`src/rtl/hazard_pkg.sv`:
```
// Shared types and constants for the pipeline hazard sequencer.
package hazard_pkg;

  typedef enum logic [1:0] {
    ST_RUN  = 2'd0,
    ST_REQ  = 2'd1,
    ST_RESP = 2'd2
  } state_e;

  localparam int DEFAULT_MEM_TIMEOUT = 64;

endpackage

```
`src/rtl/hazard_detection.sv`:
```
// Load-use compare: the load in EX writes a register the instruction in ID reads.
module hazard_detection (
  input  logic [4:0] if_id_rs1,
  input  logic [4:0] if_id_rs2,
  input  logic [4:0] id_ex_rd,
  input  logic       id_ex_mem_read,
  output logic       load_use
);

  assign load_use = id_ex_mem_read && (id_ex_rd != 5'd0) &&
                    ((id_ex_rd == if_id_rs1) || (id_ex_rd == if_id_rs2));

endmodule

```
`src/rtl/pipeline_hazard_sequencer.sv`:
```
// Stall/flush sequencer: load-use, EX branch flush and data-memory handshake freeze.
// Optional performance counters are built when HAZARD_PERF_CNT_EN is defined.
module pipeline_hazard_sequencer
  import hazard_pkg::*;
#(
  parameter int MEM_TIMEOUT = DEFAULT_MEM_TIMEOUT,
  parameter int CNT_W       = 32
) (
  input  logic             clk,
  input  logic             rst_n,
  input  logic [4:0]       if_id_rs1,
  input  logic [4:0]       if_id_rs2,
  input  logic [4:0]       id_ex_rd,
  input  logic             id_ex_mem_read,
  input  logic             branch_taken_ex,
  input  logic             mem_access,
  input  logic             mem_is_store,
  input  logic             dmem_gnt,
  input  logic             dmem_rvalid,
  output logic             dmem_req,
  output logic             pc_write,
  output logic             if_id_write,
  output logic             id_ex_write,
  output logic             ex_mem_write,
  output logic             id_ex_bubble,
  output logic             if_id_flush,
  output logic             id_ex_flush,
  output logic             mem_wb_bubble,
  output logic             mem_err
`ifdef HAZARD_PERF_CNT_EN
  ,
  output logic [CNT_W-1:0] cnt_load_use,
  output logic [CNT_W-1:0] cnt_flush,
  output logic [CNT_W-1:0] cnt_mem_wait
`endif
);

  localparam int                WAIT_W    = (MEM_TIMEOUT > 2) ? $clog2(MEM_TIMEOUT) : 1;
  localparam logic [WAIT_W-1:0] WAIT_LAST = WAIT_W'(MEM_TIMEOUT - 1);
  localparam logic [WAIT_W-1:0] WAIT_ONE  = WAIT_W'(1);

  state_e            state_q, state_d;
  logic [WAIT_W-1:0] wait_q, wait_d;
  logic              err_q, err_d;
  logic              done;
  logic              abort;
  logic              freeze;
  logic              load_use;
  logic              lu_stall;
  logic              flush_evt;

  hazard_detection u_hazard_detection (
    .if_id_rs1      (if_id_rs1),
    .if_id_rs2      (if_id_rs2),
    .id_ex_rd       (id_ex_rd),
    .id_ex_mem_read (id_ex_mem_read),
    .load_use       (load_use)
  );

  always_ff @(posedge clk or negedge rst_n) begin
    if (!rst_n) begin
      state_q <= ST_RUN;
      wait_q  <= '0;
      err_q   <= 1'b0;
    end else begin
      state_q <= state_d;
      wait_q  <= wait_d;
      err_q   <= err_d;
    end
  end

  // A response beats a timeout landing in the same cycle.
  always_comb begin
    state_d  = state_q;
    wait_d   = wait_q;
    done     = 1'b0;
    abort    = 1'b0;
    dmem_req = 1'b0;
    case (state_q)
      ST_RUN: begin
        dmem_req = mem_access;
        if (mem_access) begin
          wait_d = '0;
          if (!dmem_gnt)         state_d = ST_REQ;
          else if (mem_is_store) done    = 1'b1;
          else                   state_d = ST_RESP;
        end
      end
      ST_REQ: begin
        dmem_req = 1'b1;
        if (dmem_gnt) begin
          wait_d = '0;
          if (mem_is_store) begin
            done    = 1'b1;
            state_d = ST_RUN;
          end else begin
            state_d = ST_RESP;
          end
        end else if (wait_q == WAIT_LAST) begin
          abort   = 1'b1;
          done    = 1'b1;
          state_d = ST_RUN;
        end else begin
          wait_d = wait_q + WAIT_ONE;
        end
      end
      ST_RESP: begin
        if (dmem_rvalid) begin
          done    = 1'b1;
          state_d = ST_RUN;
        end else if (wait_q == WAIT_LAST) begin
          abort   = 1'b1;
          done    = 1'b1;
          state_d = ST_RUN;
        end else begin
          wait_d = wait_q + WAIT_ONE;
        end
      end
      default: state_d = ST_RUN;
    endcase
    err_d = err_q | abort;
  end

  assign freeze    = mem_access && !done;
  assign flush_evt = !freeze && branch_taken_ex;
  assign lu_stall  = !freeze && !branch_taken_ex && load_use;
  assign mem_err   = err_q;

  // Freeze holds every stage, so a pending branch or load-use simply re-presents next cycle.
  always_comb begin
    pc_write      = 1'b1;
    if_id_write   = 1'b1;
    id_ex_write   = 1'b1;
    ex_mem_write  = 1'b1;
    id_ex_bubble  = 1'b0;
    if_id_flush   = 1'b0;
    id_ex_flush   = 1'b0;
    mem_wb_bubble = 1'b0;
    if (freeze) begin
      pc_write      = 1'b0;
      if_id_write   = 1'b0;
      id_ex_write   = 1'b0;
      ex_mem_write  = 1'b0;
      mem_wb_bubble = 1'b1;
    end else if (flush_evt) begin
      if_id_flush = 1'b1;
      id_ex_flush = 1'b1;
    end else if (lu_stall) begin
      pc_write     = 1'b0;
      if_id_write  = 1'b0;
      id_ex_bubble = 1'b1;
    end
  end

`ifdef HAZARD_PERF_CNT_EN
  localparam logic [CNT_W-1:0] CNT_ONE = CNT_W'(1);

  logic [CNT_W-1:0] cnt_lu_q, cnt_lu_d;
  logic [CNT_W-1:0] cnt_fl_q, cnt_fl_d;
  logic [CNT_W-1:0] cnt_mw_q, cnt_mw_d;

  always_comb begin
    cnt_lu_d = cnt_lu_q;
    cnt_fl_d = cnt_fl_q;
    cnt_mw_d = cnt_mw_q;
    if (lu_stall  && !(&cnt_lu_q)) cnt_lu_d = cnt_lu_q + CNT_ONE;
    if (flush_evt && !(&cnt_fl_q)) cnt_fl_d = cnt_fl_q + CNT_ONE;
    if (freeze    && !(&cnt_mw_q)) cnt_mw_d = cnt_mw_q + CNT_ONE;
  end

  always_ff @(posedge clk or negedge rst_n) begin
    if (!rst_n) begin
      cnt_lu_q <= '0;
      cnt_fl_q <= '0;
      cnt_mw_q <= '0;
    end else begin
      cnt_lu_q <= cnt_lu_d;
      cnt_fl_q <= cnt_fl_d;
      cnt_mw_q <= cnt_mw_d;
    end
  end

  assign cnt_load_use = cnt_lu_q;
  assign cnt_flush    = cnt_fl_q;
  assign cnt_mem_wait = cnt_mw_q;
`endif

endmodule

```
`config.mk`:
```
export PLATFORM = sky130hd
export DESIGN_NAME = pipeline_hazard_sequencer
export DESIGN_NICKNAME = d
export VERILOG_FILES = /design/src/rtl/hazard_pkg.sv /design/src/rtl/hazard_detection.sv /design/src/rtl/pipeline_hazard_sequencer.sv
export SDC_FILE = /design/constraint.sdc
export NUM_CORES = 1
export LEC_CHECK = 0
export BUFFER_PORTS_ARGS = -buffer_cell sky130_fd_sc_hd__buf_2
export CORE_ASPECT_RATIO = 0.75
export CORE_MARGIN = 5
export CORE_UTILIZATION = 43
export DETAILED_ROUTE_END_ITERATION = 10
export PLACE_DENSITY = 0.77
export SLEW_MARGIN = 20
export SYNTH_ARGS = -nofsm -noshare
export SYNTH_HDL_FRONTEND = slang
export SYNTH_SLANG_ARGS = --single-unit
```
`constraint.sdc`:
```
create_clock -name clk -period 1.78 [get_ports clk]
set_clock_uncertainty 0.1 [all_clocks]
set_input_delay 0.089 -clock clk [delete_from_list [all_inputs] [get_ports clk]]
set_output_delay 0.089 -clock clk [all_outputs]
set_load 0.02 [all_outputs]
```
==> run_results.csv <==
group,metric,value,unit
outcome,outcome,"finished with violations",
outcome,violated_checks,"negative setup slack",
yosys,dominant_cell_type_by_area_after_synthesis,"dfrtp_1",
global_routing,largest_net_degree_at_the_start_of_global_routing,10,
setup_path,timing.critical_path.arrival,1.83,ns
setup_path,critical_path_required,1.59,ns
timing,fin_crit,2.02,ns
place,routabilityCongestion,0.935,
clocking,clkTransAtPathRegs,0.06,ns
final_layout,layout-area-overhead-vs-synth,56.3,%
setup_path,endpoint,"pc_write",
global_routing,first_global_vias,940,
timing,finalCritPeriodShare,1.14,
floorplanning,floorplan.die_area,2910,um2
clocking,clock_tree_from_tritoncts,"built",
timing,fin_setup_tns,-1.66,ns
global_routing,grt_pass1_wl,4100,um
timing,report.final.hold_viol_count,0,
yosys,count_of_flip_flops_with_a_built_in_enable_after_synthesis,0,
detailed_routing,drt_iter0_markers,39,
yosys,synth_warnings,0,
detailed_routing,route.detailed.wl_per_inst,16.7,um
timing,fin_ws,-0.242,ns
timing,rsz_0062_raised_after_global_routing,"yes",
detailed_routing,num_vias,996,
floorplanning,num_rows,13,
power,power_density,1310,nW/um2
final_layout,final_core_utilization,0.724,
place,port-buffer-count,32,
place,dp.cells,150,
yosys,yosys_most_used_dff,"dfrtp_1",
clocking,cts_sink_cnt,9,
clocking,h_tree_lvl_count,1,
setup_path,critical_path.max_fanout,3,
yosys,postSynthAreaPerCell,8.91,um2
job,maxCapViolations,0,
final_layout,layout_commonest_cell,"buf_2",
yosys,synth_top_cell_area_share,0.272,
timing,maxSlewHeadroom,0.744,
final_layout,layout_common_cells,"25 x buf_2, 19 x buf_4, 10 x xnor2_1, 9 x a21oi_1",
setup_path,r2r.worst_path.cells,7,
yosys,ys_ff_latch,9,
power,power,0.00169,W
clocking,clkLatencyLatePin,0.26,ns
yosys,asyncSetResetFlopFracSynth,1.00,
floorplanning,initial_cell_density_of_the_core,0.463,
place,detailed_place_hpwl,1750,um
clocking,tritoncts.num_buffers,3,
setup_path,startpoint,"wait_q[1]",
floorplanning,ioPinCount,33,
final_layout,n_antenna_cell,0,
detailed_routing,drt_drc_violations_left,0,
global_routing,antenna_found_initial,0,
yosys,syn_nets,121,
timing,setup-violations-final,13,
setup_path,critical_path.startpoint_type,"flop",
detailed_routing,postRouteAntennaNets,0,
power,leakagePower,0.620,nW
detailed_routing,drt_pre_antenna_iters,4,
final_layout,drive_gt1_frac,0.556,
setup_path,crit-reg2reg-capture,"state_q[1]",
yosys,yosysSeqAreaShare,0.272,
place,place_worst_setup_slack,-0.0131,ns
setup_path,crit_path_end_kind,"output pin",
setup_path,worst-r2r-setup-slack,-0.08,ns
clocking,max-clock-path-buffers,2,
floorplanning,die_width,60.7,um
clocking,cts.root.buffer_cell,"clkbuf_4",
timing,worst_slew_pin_slew,0.379,ns
floorplanning,standard_cell_core_area,1790,um2
yosys,syn-cell-area,828,um2
global_routing,remaining_global_route_overflow,0,
power,vdd_drop_max,0.858,mV
timing,max_freq,494,MHz
yosys,post_synth_inst_count,93,
final_layout,layout.nets,173,
final_layout,number_of_non_filler_instances_in_the_completed_layout,166,
worst_hold_path,min_path_type,"in -> reg",
floorplanning,die-height,48.0,um
global_routing,globalRouteTotalUtil,0.191,
setup_path,regToRegStartpoint,"wait_q[1]",
detailed_routing,avgViaCountPerCell,6.00,
detailed_routing,drt_wl_total,2770,um
yosys,ys_top_cells_by_area,"dfrtp_1 27%, xnor2_1 11%, ha_1 7.6%, a21oi_1 6.0%, a31o_2 4.2%",
setup_path,worst-setup-path-type,"reg -> out",
timing,drv_slew,0,
yosys,count_of_unique_library_cells_instantiated_by_yosys,39,
[repair_timing]
action | CTS | global route
setup endpoints to repair | 10 | 14
hold buffers | 1 | 0
hold endpoints to repair | 9 | 0
cloned | 0 | 0
setup buffers | 7 | 5
gates resized for setup | 23 | 9
pin swaps | 3 | 6
[cell families (layout without fill, tap and decap cells)]
group           Yosys count  count (layout)  synth area share
buf+inv                  12              63            0.0710
mux                       1               1            0.0136
xor+xnor                 10              10             0.106
compound gates           34              34             0.317
simple gates             22              22             0.145
flops                     9               9             0.272
fa+ha+maj                 5               5            0.0755
[cell usage after synthesis (2+ instances only)]
master    number
a21boi_0       2
a21oi_1       10
a31o_2         4
and3_1         2
buf_2          2
buf_4          3
dfrtp_1        9
ha_1           5
inv_1          5
nand2_1        8
nand2b_1       3
nand3_1        2
nor2_1         2
o211ai_1       2
xnor2_1       10
[worst min-delay path by stage]
stage                   from    endpoint  slack [ns]  cells past startpoint
finish              dmem_gnt  state_q[0]        0.04                      2
global route        dmem_gnt  state_q[0]        0.06                      2
CTS                 dmem_gnt  state_q[0]        0.03                      2
detailed placement     rst_n   wait_q[5]       -0.15                      1
global placement       rst_n   wait_q[2]       -0.15                      1
floorplan              rst_n     mem_err       -0.31                      0
[power by group]
| part | switching, W | leakage, nW | internal, W |
|---|---|---|---|
| combinational | 0.000593 | 0.483 | 0.000658 |
| clock | 0.0000710 | 0.0150 | 0.0000864 |
| sequential | 0.0000389 | 0.122 | 0.000243 |
[layer usage]
layer	GRT usage	vias to the layer above	wire length, um
met5	0	-	0
met1	0.200	488	1010
met3	0.0431	12	192
met2	0.362	56	1470
li1	-	440	-
met4	0.104	0	101
[stage by stage]
| stage | hold WS, ns | area, um2 |
|---|---|---|
| 2_1_floorplan | -0.307 | 840 |
| 3_3_place_gp | -0.149 | 1060 |
| 3_5_place_dp | -0.149 | 1060 |
| 4_1_cts | 0.0326 | 1230 |
| 5_1_grt | 0.0561 | 1290 |
| 6_report | 0.0355 | 1290 |
[flip-flops by register name (all words and copies together) (netlist names)]
name	cells
wait_q	6
mem_err	1
state_q	2
[critical path: stages, from the launching register on]
cell,delay [ns]
dfrtp_1,0.38
ha_2,0.21
and4_4,0.24
o211ai_1,0.12
a31o_2,0.27
a22oi_2,0.18
buf_4,0.17
[area by class of cell]
class,count,area (um2)
Multi-Input combinational cell,72,624
Inverter,6,22.5
Sequential cell,9,226
Timing Repair Buffer,53,368
Tap cell,22,27.5
Clock buffer,4,26.3
Fill cell,125,494
Note: power is estimated with default switching activity, not from simulation.
